**src/rtl/lsu_ctrl.sv**
```systemverilog
// lsu_ctrl: load/store control stage in front of a word-wide data memory.
// Handles one byte, halfword or word request at a time. The stage checks
// alignment and range, performs read-modify-write for sub-word stores, and
// returns sign- or zero-extended load data.
// Optional feature: define LSU_PERF_CNT_EN to add the completed-load and
// completed-store counters perf_ld_cnt_o / perf_st_cnt_o.
module lsu_ctrl #(
  parameter int DMEM_AW = 11,
  parameter int XLEN    = 32
) (
  input  logic               clk_i,
  input  logic               rst_ni,
  input  logic               req_valid_i,
  output logic               req_ready_o,
  input  logic               req_we_i,
  input  logic [1:0]         req_size_i,
  input  logic               req_unsigned_i,
  input  logic [XLEN-1:0]    req_addr_i,
  input  logic [XLEN-1:0]    req_wdata_i,
  output logic               rsp_valid_o,
  output logic               rsp_err_o,
  output logic [XLEN-1:0]    rsp_rdata_o,
  output logic               dmem_st_en_o,
  output logic [DMEM_AW-1:0] dmem_addr_o,
  output logic [31:0]        dmem_st_data_o,
  input  logic [31:0]        dmem_ld_data_i
`ifdef LSU_PERF_CNT_EN
  ,
  output logic [31:0]        perf_ld_cnt_o,
  output logic [31:0]        perf_st_cnt_o
`endif
);

  typedef enum logic [1:0] {S_IDLE, S_RD, S_WR, S_RSP} state_t;
  typedef enum logic [1:0] {SZ_BYTE = 2'b00, SZ_HALF = 2'b01, SZ_WORD = 2'b10, SZ_RSV = 2'b11} size_t;

  state_t      state_q;
  logic        we_q;
  size_t       size_q;
  logic        uns_q;
  logic [1:0]  addr_lo_q;   // byte offset within the word; the word address lives in dmem_addr_o
  logic [31:0] wdata_q;
  logic [31:0] old_q;       // word read in RD, base for the sub-word merge

  logic             req_err;
  logic [7:0]       lane_b;
  logic [15:0]      lane_h;
  logic [XLEN-1:0]  ld_ext;
  logic [31:0]      st_merge;

  // Flag requests that are out of range, misaligned or of reserved size.
  // NOTE: every variable assigned in always_comb gets a default first so no path leaves it unassigned and no latch is inferred.
  always_comb begin
    req_err = |req_addr_i[XLEN-1:DMEM_AW];
    case (size_t'(req_size_i))
      SZ_HALF: req_err = req_err | req_addr_i[0];
      SZ_WORD: req_err = req_err | (|req_addr_i[1:0]);
      SZ_RSV:  req_err = 1'b1;
      default: ;
    endcase
  end

  // Pick the addressed lane(s) out of the memory word and extend them.
  always_comb begin
    lane_b = dmem_ld_data_i[{addr_lo_q, 3'b000} +: 8];
    lane_h = dmem_ld_data_i[{addr_lo_q[1], 4'b0000} +: 16];
    case (size_q)
      SZ_BYTE: ld_ext = {{(XLEN-8){~uns_q & lane_b[7]}}, lane_b};
      SZ_HALF: ld_ext = {{(XLEN-16){~uns_q & lane_h[15]}}, lane_h};
      default: ld_ext = XLEN'(dmem_ld_data_i);
    endcase
  end

  // Build the store word: full wdata for word stores, old word with lanes replaced otherwise.
  always_comb begin
    st_merge = old_q;
    case (size_q)
      SZ_BYTE: st_merge[{addr_lo_q, 3'b000} +: 8]     = wdata_q[7:0];
      SZ_HALF: st_merge[{addr_lo_q[1], 4'b0000} +: 16] = wdata_q[15:0];
      default: st_merge = wdata_q;
    endcase
  end

  // Combinational handshake and memory write strobe, at rest outside their states.
  always_comb begin
    req_ready_o    = (state_q == S_IDLE);
    dmem_st_en_o   = (state_q == S_WR) & rst_ni;   // a reset in WR suppresses the write
    dmem_st_data_o = (state_q == S_WR) ? st_merge : 32'h0;
  end

  // Request FSM with registered response and memory address.
  // NOTE: sequential state uses non-blocking assignments so every register samples pre-edge values.
  always_ff @(posedge clk_i) begin
    if (!rst_ni) begin
      state_q     <= S_IDLE;
      we_q        <= 1'b0;
      size_q      <= SZ_BYTE;
      uns_q       <= 1'b0;
      addr_lo_q   <= 2'b00;
      wdata_q     <= 32'h0;
      old_q       <= 32'h0;
      rsp_valid_o <= 1'b0;
      rsp_err_o   <= 1'b0;
      rsp_rdata_o <= '0;
      dmem_addr_o <= '0;
    end else begin
      rsp_valid_o <= 1'b0;
      rsp_err_o   <= 1'b0;
      rsp_rdata_o <= '0;
      case (state_q)
        S_IDLE: begin
          if (req_valid_i) begin
            we_q        <= req_we_i;
            size_q      <= size_t'(req_size_i);
            uns_q       <= req_unsigned_i;
            addr_lo_q   <= req_addr_i[1:0];
            wdata_q     <= req_wdata_i[31:0];
            dmem_addr_o <= {req_addr_i[DMEM_AW-1:2], 2'b00};
            if (req_err) begin
              state_q     <= S_RSP;
              rsp_valid_o <= 1'b1;
              rsp_err_o   <= 1'b1;
            end else if (!req_we_i || size_t'(req_size_i) != SZ_WORD) begin
              state_q <= S_RD;
            end else begin
              state_q <= S_WR;
            end
          end
        end
        S_RD: begin
          old_q <= dmem_ld_data_i;
          if (we_q) begin
            state_q <= S_WR;
          end else begin
            state_q     <= S_RSP;
            rsp_valid_o <= 1'b1;
            rsp_rdata_o <= ld_ext;
          end
        end
        S_WR: begin
          state_q     <= S_RSP;
          rsp_valid_o <= 1'b1;
        end
        default: state_q <= S_IDLE;   // S_RSP
      endcase
    end
  end

`ifdef LSU_PERF_CNT_EN
  // Count error-free completions in the response cycle; counters wrap naturally.
  always_ff @(posedge clk_i) begin
    if (!rst_ni) begin
      perf_ld_cnt_o <= 32'h0;
      perf_st_cnt_o <= 32'h0;
    end else if (state_q == S_RSP && !rsp_err_o) begin
      if (we_q) perf_st_cnt_o <= perf_st_cnt_o + 32'd1;
      else      perf_ld_cnt_o <= perf_ld_cnt_o + 32'd1;
    end
  end
`endif

endmodule
```
**config.mk**
```make
export PLATFORM = sky130hd
export DESIGN_NAME = lsu_ctrl
export DESIGN_NICKNAME = d
export VERILOG_FILES = /design/src/rtl/lsu_ctrl.sv
export SDC_FILE = /design/constraint.sdc
export NUM_CORES = 1
export LEC_CHECK = 0
export ABC_AREA = 1
export CORE_MARGIN = 1.5
export CORE_UTILIZATION = 50
export CTS_CLUSTER_SIZE = 12
export DETAILED_ROUTE_END_ITERATION = 8
export GPL_ROUTABILITY_DRIVEN = 1
export PLACE_DENSITY = 0.85
export SYNTH_ARGS = -nofsm -noshare
export SYNTH_HDL_FRONTEND = slang
export SYNTH_SLANG_ARGS = --single-unit
```
**constraint.sdc**
```tcl
create_clock -name clk_i -period 6.2 [get_ports clk_i]
set_input_delay 0.62 -clock clk_i [delete_from_list [all_inputs] [get_ports clk_i]]
set_output_delay 0.62 -clock clk_i [all_outputs]
set_load 0.05 [all_outputs]
```
# --- Yosys cells after proc, flatten, opt, wreduce, memory -nomap -nowiden ---
# Cells that the tools add are included.
op_classes:
  addsub: 2
  multipliers: 0
  div_mod_pow: 0
  magnitude_cmp: 0
  eq_ne: 8
  n_shift: 6
  muxes: 15
  bitwise: 8
  n_reduce_logical: 9
ops:
  columns: ["op", "n"]
  rows:
  - ["one-hot mux 32 bit (2 select lines)", 2]
  - ["bitwise mux 32 bit", 2]
  - ["two-way mux 32 bit", 1]
  - ["variable shift 16 x 7 -> 32 bit (first input constant)", 1]
  - ["variable shift 8 x 7 -> 32 bit (first input constant)", 1]
  - ["indexed part select 16 x 7 -> 32 bit", 1]
  - ["indexed part select 32 x 6 -> 16 bit", 1]
  - ["indexed part select 32 x 6 -> 8 bit", 1]
  - ["indexed part select 8 x 7 -> 32 bit", 1]
  - ["OR reduction 21 bit", 1]
  - ["negation 5 -> 7 bit", 2]
  - ["equality test 2 x 1 -> 1 bit (second input constant)", 3]
  - ["equality test 2 bit (second input constant)", 3]
  - ["two-way mux 2 bit", 3]
  - ["one-hot mux 1 bit (3 select lines)", 2]
  - ["one-hot mux 2 bit (3 select lines)", 1]
  - ["zero test 2 bit", 2]
  - ["two-way mux 1 bit", 4]
  - ["!= test 2 bit (second input constant)", 2]
  - ["AND reduction 2 bit", 2]
  - ["bitwise AND 1 bit", 3]
  - ["inverter 1 bit", 3]
  - ["OR reduction 3 bit", 1]
  - ["bitwise OR 1 bit", 2]
  - ["3 further kinds", 3]
totals:
  reg_bits: 115
  latchBits: 0
  ramBits: 0
  mem_bits_ro: 0
  input_bits: 103
  word_cells: 59
  mem_count: 0

# --- Logic depth before layout (Yosys ltp) ---
depth:
  depth_word: 6
  ltp_mapped: 10
  ltp_nobuf: 10

# --- Least setup slack after synthesis ---
# Ideal clock, no wire load.
synth_path:
  path_kind: "reg-to-output"
  from: "register addr_lo_q[1]"
  to: "output dmem_st_data_o[0]"
  arrival_ns: 2.889
  setup_slack_ns: 2.691
  stages_incl_launch_ff: 8
  path_cell_list: "dfxtp_1 buf_4 clkinv_1 clkbuf_1 ha_1 nor3_2 nand2_1 a211oi_1"
synth_between:
  elab_chain_cells: 5
synth_rtl:
  columns: ["item", "line_no", "source"]
  rows:
  - ["start, declared", "41", "logic [1:0] addr_lo_q;"]
  - ["start signal, assigned", "116", "addr_lo_q <= req_addr_i[1:0];"]
  - ["negation 5 -> 7 bit, on equally long branches", "79, 78", null]
  - ["indexed part select 16 x 7 -> 32 bit (tied with other cells)", "79", "SZ_HALF: st_merge[{addr_lo_q[1], 4'b0000} +: 16] = wdata_q[15:0];"]
  - ["bitwise mux 32 bit, on equally long branches", "79, 78", null]
  - ["one-hot mux 32 bit (2 select lines) *", "77", "case (size_q)"]
  - ["two-way mux 32 bit *", "88", "dmem_st_data_o = (state_q == S_WR) ? st_merge : 32'h0;"]
  - ["end, declared", "25", "output logic [31:0] dmem_st_data_o,"]
# Mark *: on every way between the ends. The rest lies on a longest branch, timed or not.

# --- Worst setup path after layout ---
layout_path:
  from: "register addr_lo_q[1]"
  to: "output dmem_st_data_o[2]"
# The elaborated chain is that of the path after synthesis.

==> impl_metrics.ini <==
[outcome]
outcome = finished clean

[logic_synthesis]
ys_ff_latch = 115
yosys.cell_types.count = 37
synth_area_mm2 = 0.005710
postSynthAreaPerCell_um2 = 7.111
syn_inst = 803
synthArstFlopShare = 0
ys.flop_type = dfxtp_1
synth_edf_count = 0
yosysSeqAreaShare = 0.4032
synth_warnings = 0

[clock_network]
cts_buffer_depth = 2
clock_latency_ps = 420
holdBufCountCts = 0
cts_tree = built
cts.repair.resized = 0
clockRootBuffer = clkbuf_16
cts_setup_buffers = 0
clkTransAtPathRegs_ps = 60
cts-htree-levels = 4
numCtsBuffers = 17
clock-sinks = 115

[die]
start_util = 0.5199
io_pins = 182
core_area_mm2 = 0.01098
die_height_um = 109.9
rows = 38
chipWidth_um = 109.9
die-area_mm2 = 0.01207

[sta]
setup_violations = 0
worst_pin_slew_ps = 1023
layout_min_cycle_time_ps = 4403
max_clock_freq_mhz = 227.1
skew_ps = 13.00
finalMaxSlewViolations = 0
rsz0062_at_grt = no
slew_headroom = 0.3181
tns_ps = 0
hold_slack_ps = 481.4
finalHoldViolCount = 0
fin_ws_ps = 1797
fin_crit_sh = 0.7101

[global_route]
antenna_found_initial = 0
grt_start_max_net_pins = 83
grt_first_pass_wirelength_mm = 27.65
grt_use_total = 0.2973
first_global_vias = 5683
grt.overflow.total = 0

[finish]
layout_commonest_cell = clkdlybuf4s50_1
n_antenna_cell = 0
fillers = 874
drive_gt1_frac = 0.07032
syn2layout_area_growth_pct = 41.32
layout.nets = 1069
utilization = 0.7348
stdcell_area_mm2 = 0.008070
layout_common_cells = clkdlybuf4s50_1, nand2_1, nor2_1, dfxtp_1, o21ai_0

[setup_path]
regToRegSetupSlack_ps = 3280
cp-end-kind = output pin
worstPathArrival_ps = 3780
path_cells = buf_4, clkinv_1, ha_1, nor3_2, nand2_1, a211oi_1, clkdlybuf4s50_1
crit_fanout = 30
crit_type = reg -> out
cp_slowest_cell = clkdlybuf4s50_1
required_ps = 5580
crit_start = addr_lo_q[1]$_SDFFE_PN0P_
max_stage_delay_ps = 840
critPathCapture = dmem_st_data_o[2]
r2r_end = rsp_rdata_o[8]$_SDFF_PP0_
rr_worst_depth = 6
worstReg2RegStart = state_q[1]$_SDFFE_PN0P_
cp-start-kind = flip-flop

[min_path]
hold_class = reg -> reg

[place]
dpl_cell_area_mm2 = 0.007465
io_buffers = 179
post-place-ws_ps = 2297
hpwl_mm = 12.25
place_congestion = 0.9723

[routing]
drc = 0
via_per_inst = 5.476
wl_per_cell_um = 15.71
ant_nets = 0
first_pass_iters = 6
dr.first_iter.drc_count = 831
vias = 6062
routed_wl_mm = 17.39

[flow_run]
drv_cap = 0

[pwr]
ir_drop_v = 0.0002361
power.density_mw_per_mm2 = 459.0
power.leakage_uw = 0.003021
==> flip-flops by register name, indices dropped and copies added, names as in the netlist <==
| name | count |
|---|---|
| addr_lo_q | 2 |
| dmem_addr_o | 9 |
| old_q | 32 |
| rsp_err_o | 1 |
| rsp_rdata_o | 32 |
| rsp_valid_o | 1 |
| size_q | 2 |
| state_q | 2 |
| uns_q | 1 |
| wdata_q | 32 |
| we_q | 1 |
==> power by group <==
part / leakage [µW] / internal (µW) / switching, µW / total, µW
clock: 0.000288 / 614 / 392 / 1010
combinational: 0.00179 / 510 / 1050 / 1560
sequential: 0.000944 / 947 / 191 / 1140
==> kinds of logic after synthesis <==
logic type | synth area share
fa+ha+maj | 0.02629
mux | 0.01227
simple gates | 0.2169
flops | 0.4032
other cells | 0.0006567
buf+inv | 0.08370
compound gates | 0.2570
==> layout make-up <==
| cell class | instances | area [µm²] | share of cell area |
|---|---|---|---|
| Sequential cell | 115 | 2303 | 0.2854 |
| Timing Repair Buffer | 183 | 1817 | 0.2251 |
| Inverter | 62 | 235.2 | 0.02915 |
| Clock inverter | 14 | 166.4 | 0.02062 |
| Tap cell | 140 | 175.2 | 0.02171 |
| Multi-Input combinational cell | 575 | 2934 | 0.3636 |
| Clock buffer | 18 | 439.2 | 0.05442 |
==> Yosys cell counts (2+ instances only) <==
cell type	n	area share
a22oi_1	7	0.0092
buf_6	3	0.0059
clkbuf_1	35	0.023
ha_1	12	0.026
a31oi_2	3	0.0066
o21ai_0	107	0.094
o21ai_1	2	0.0018
nand3_1	11	0.0096
mux2i_1	7	0.012
dfxtp_1	115	0.40
nand2_1	150	0.099
inv_2	5	0.0033
buf_1	2	0.0013
buf_4	4	0.0053
o22ai_1	24	0.026
a21oi_2	10	0.015
a211oi_1	8	0.011
nor2_1	136	0.089
clkinv_1	3	0.0020
a21oi_1	46	0.040
o211ai_1	15	0.020
a31oi_1	15	0.016
a41oi_1	8	0.012
inv_1	53	0.035
buf_2	8	0.0070
nor2_4	3	0.0059
==> per-layer routing <==
layer  routed length, µm  vias to the layer above  global-route usage
li1                    -                     2982                   -
met2                7708                      366              0.4681
met4                 753                        0              0.1456
met5                   0                        -                   0
met3                1741                       58             0.07291
met1                7190                     2656              0.3796
==> worst min-delay path by stage <==
stage | start | end | slack (ps) | cells after the start
finish | dmem_addr_o[3]$_SDFFE_PN0P_ | dmem_addr_o[3]$_SDFFE_PN0P_ | 480 | 2
global route | dmem_addr_o[3]$_SDFFE_PN0P_ | dmem_addr_o[3]$_SDFFE_PN0P_ | 510 | 2
CTS | dmem_addr_o[3]$_SDFFE_PN0P_ | dmem_addr_o[3]$_SDFFE_PN0P_ | 490 | 2
detailed placement | wdata_q[23]$_SDFFE_PN0P_ | wdata_q[23]$_SDFFE_PN0P_ | 470 | 2
global placement | dmem_addr_o[3]$_SDFFE_PN0P_ | dmem_addr_o[3]$_SDFFE_PN0P_ | 460 | 2
floorplan | old_q[31]$_SDFFE_PN0N_ | old_q[31]$_SDFFE_PN0N_ | 450 | 2
==> critical path: cells and delay by family (launching register included) <==
kind	cells	cell delay (ps)
buffers and inverters	3	1670
and+or+nand+nor	2	620
adders and majority gates	1	510
DFF	1	300
AOI/OAI and AO/OA	1	260
==> per-stage QoR <==
| step | cells | power, µW |
|---|---|---|
| floorplan | 804 | 2224 |
| global placement | 1075 | 2647 |
| detailed placement | 1075 | 2674 |
| CTS | 1107 | 3692 |
| global route | 1107 | 3905 |
| finish | 1107 | 3704 |
No activity file was read; power rests on OpenSTA's default activity.
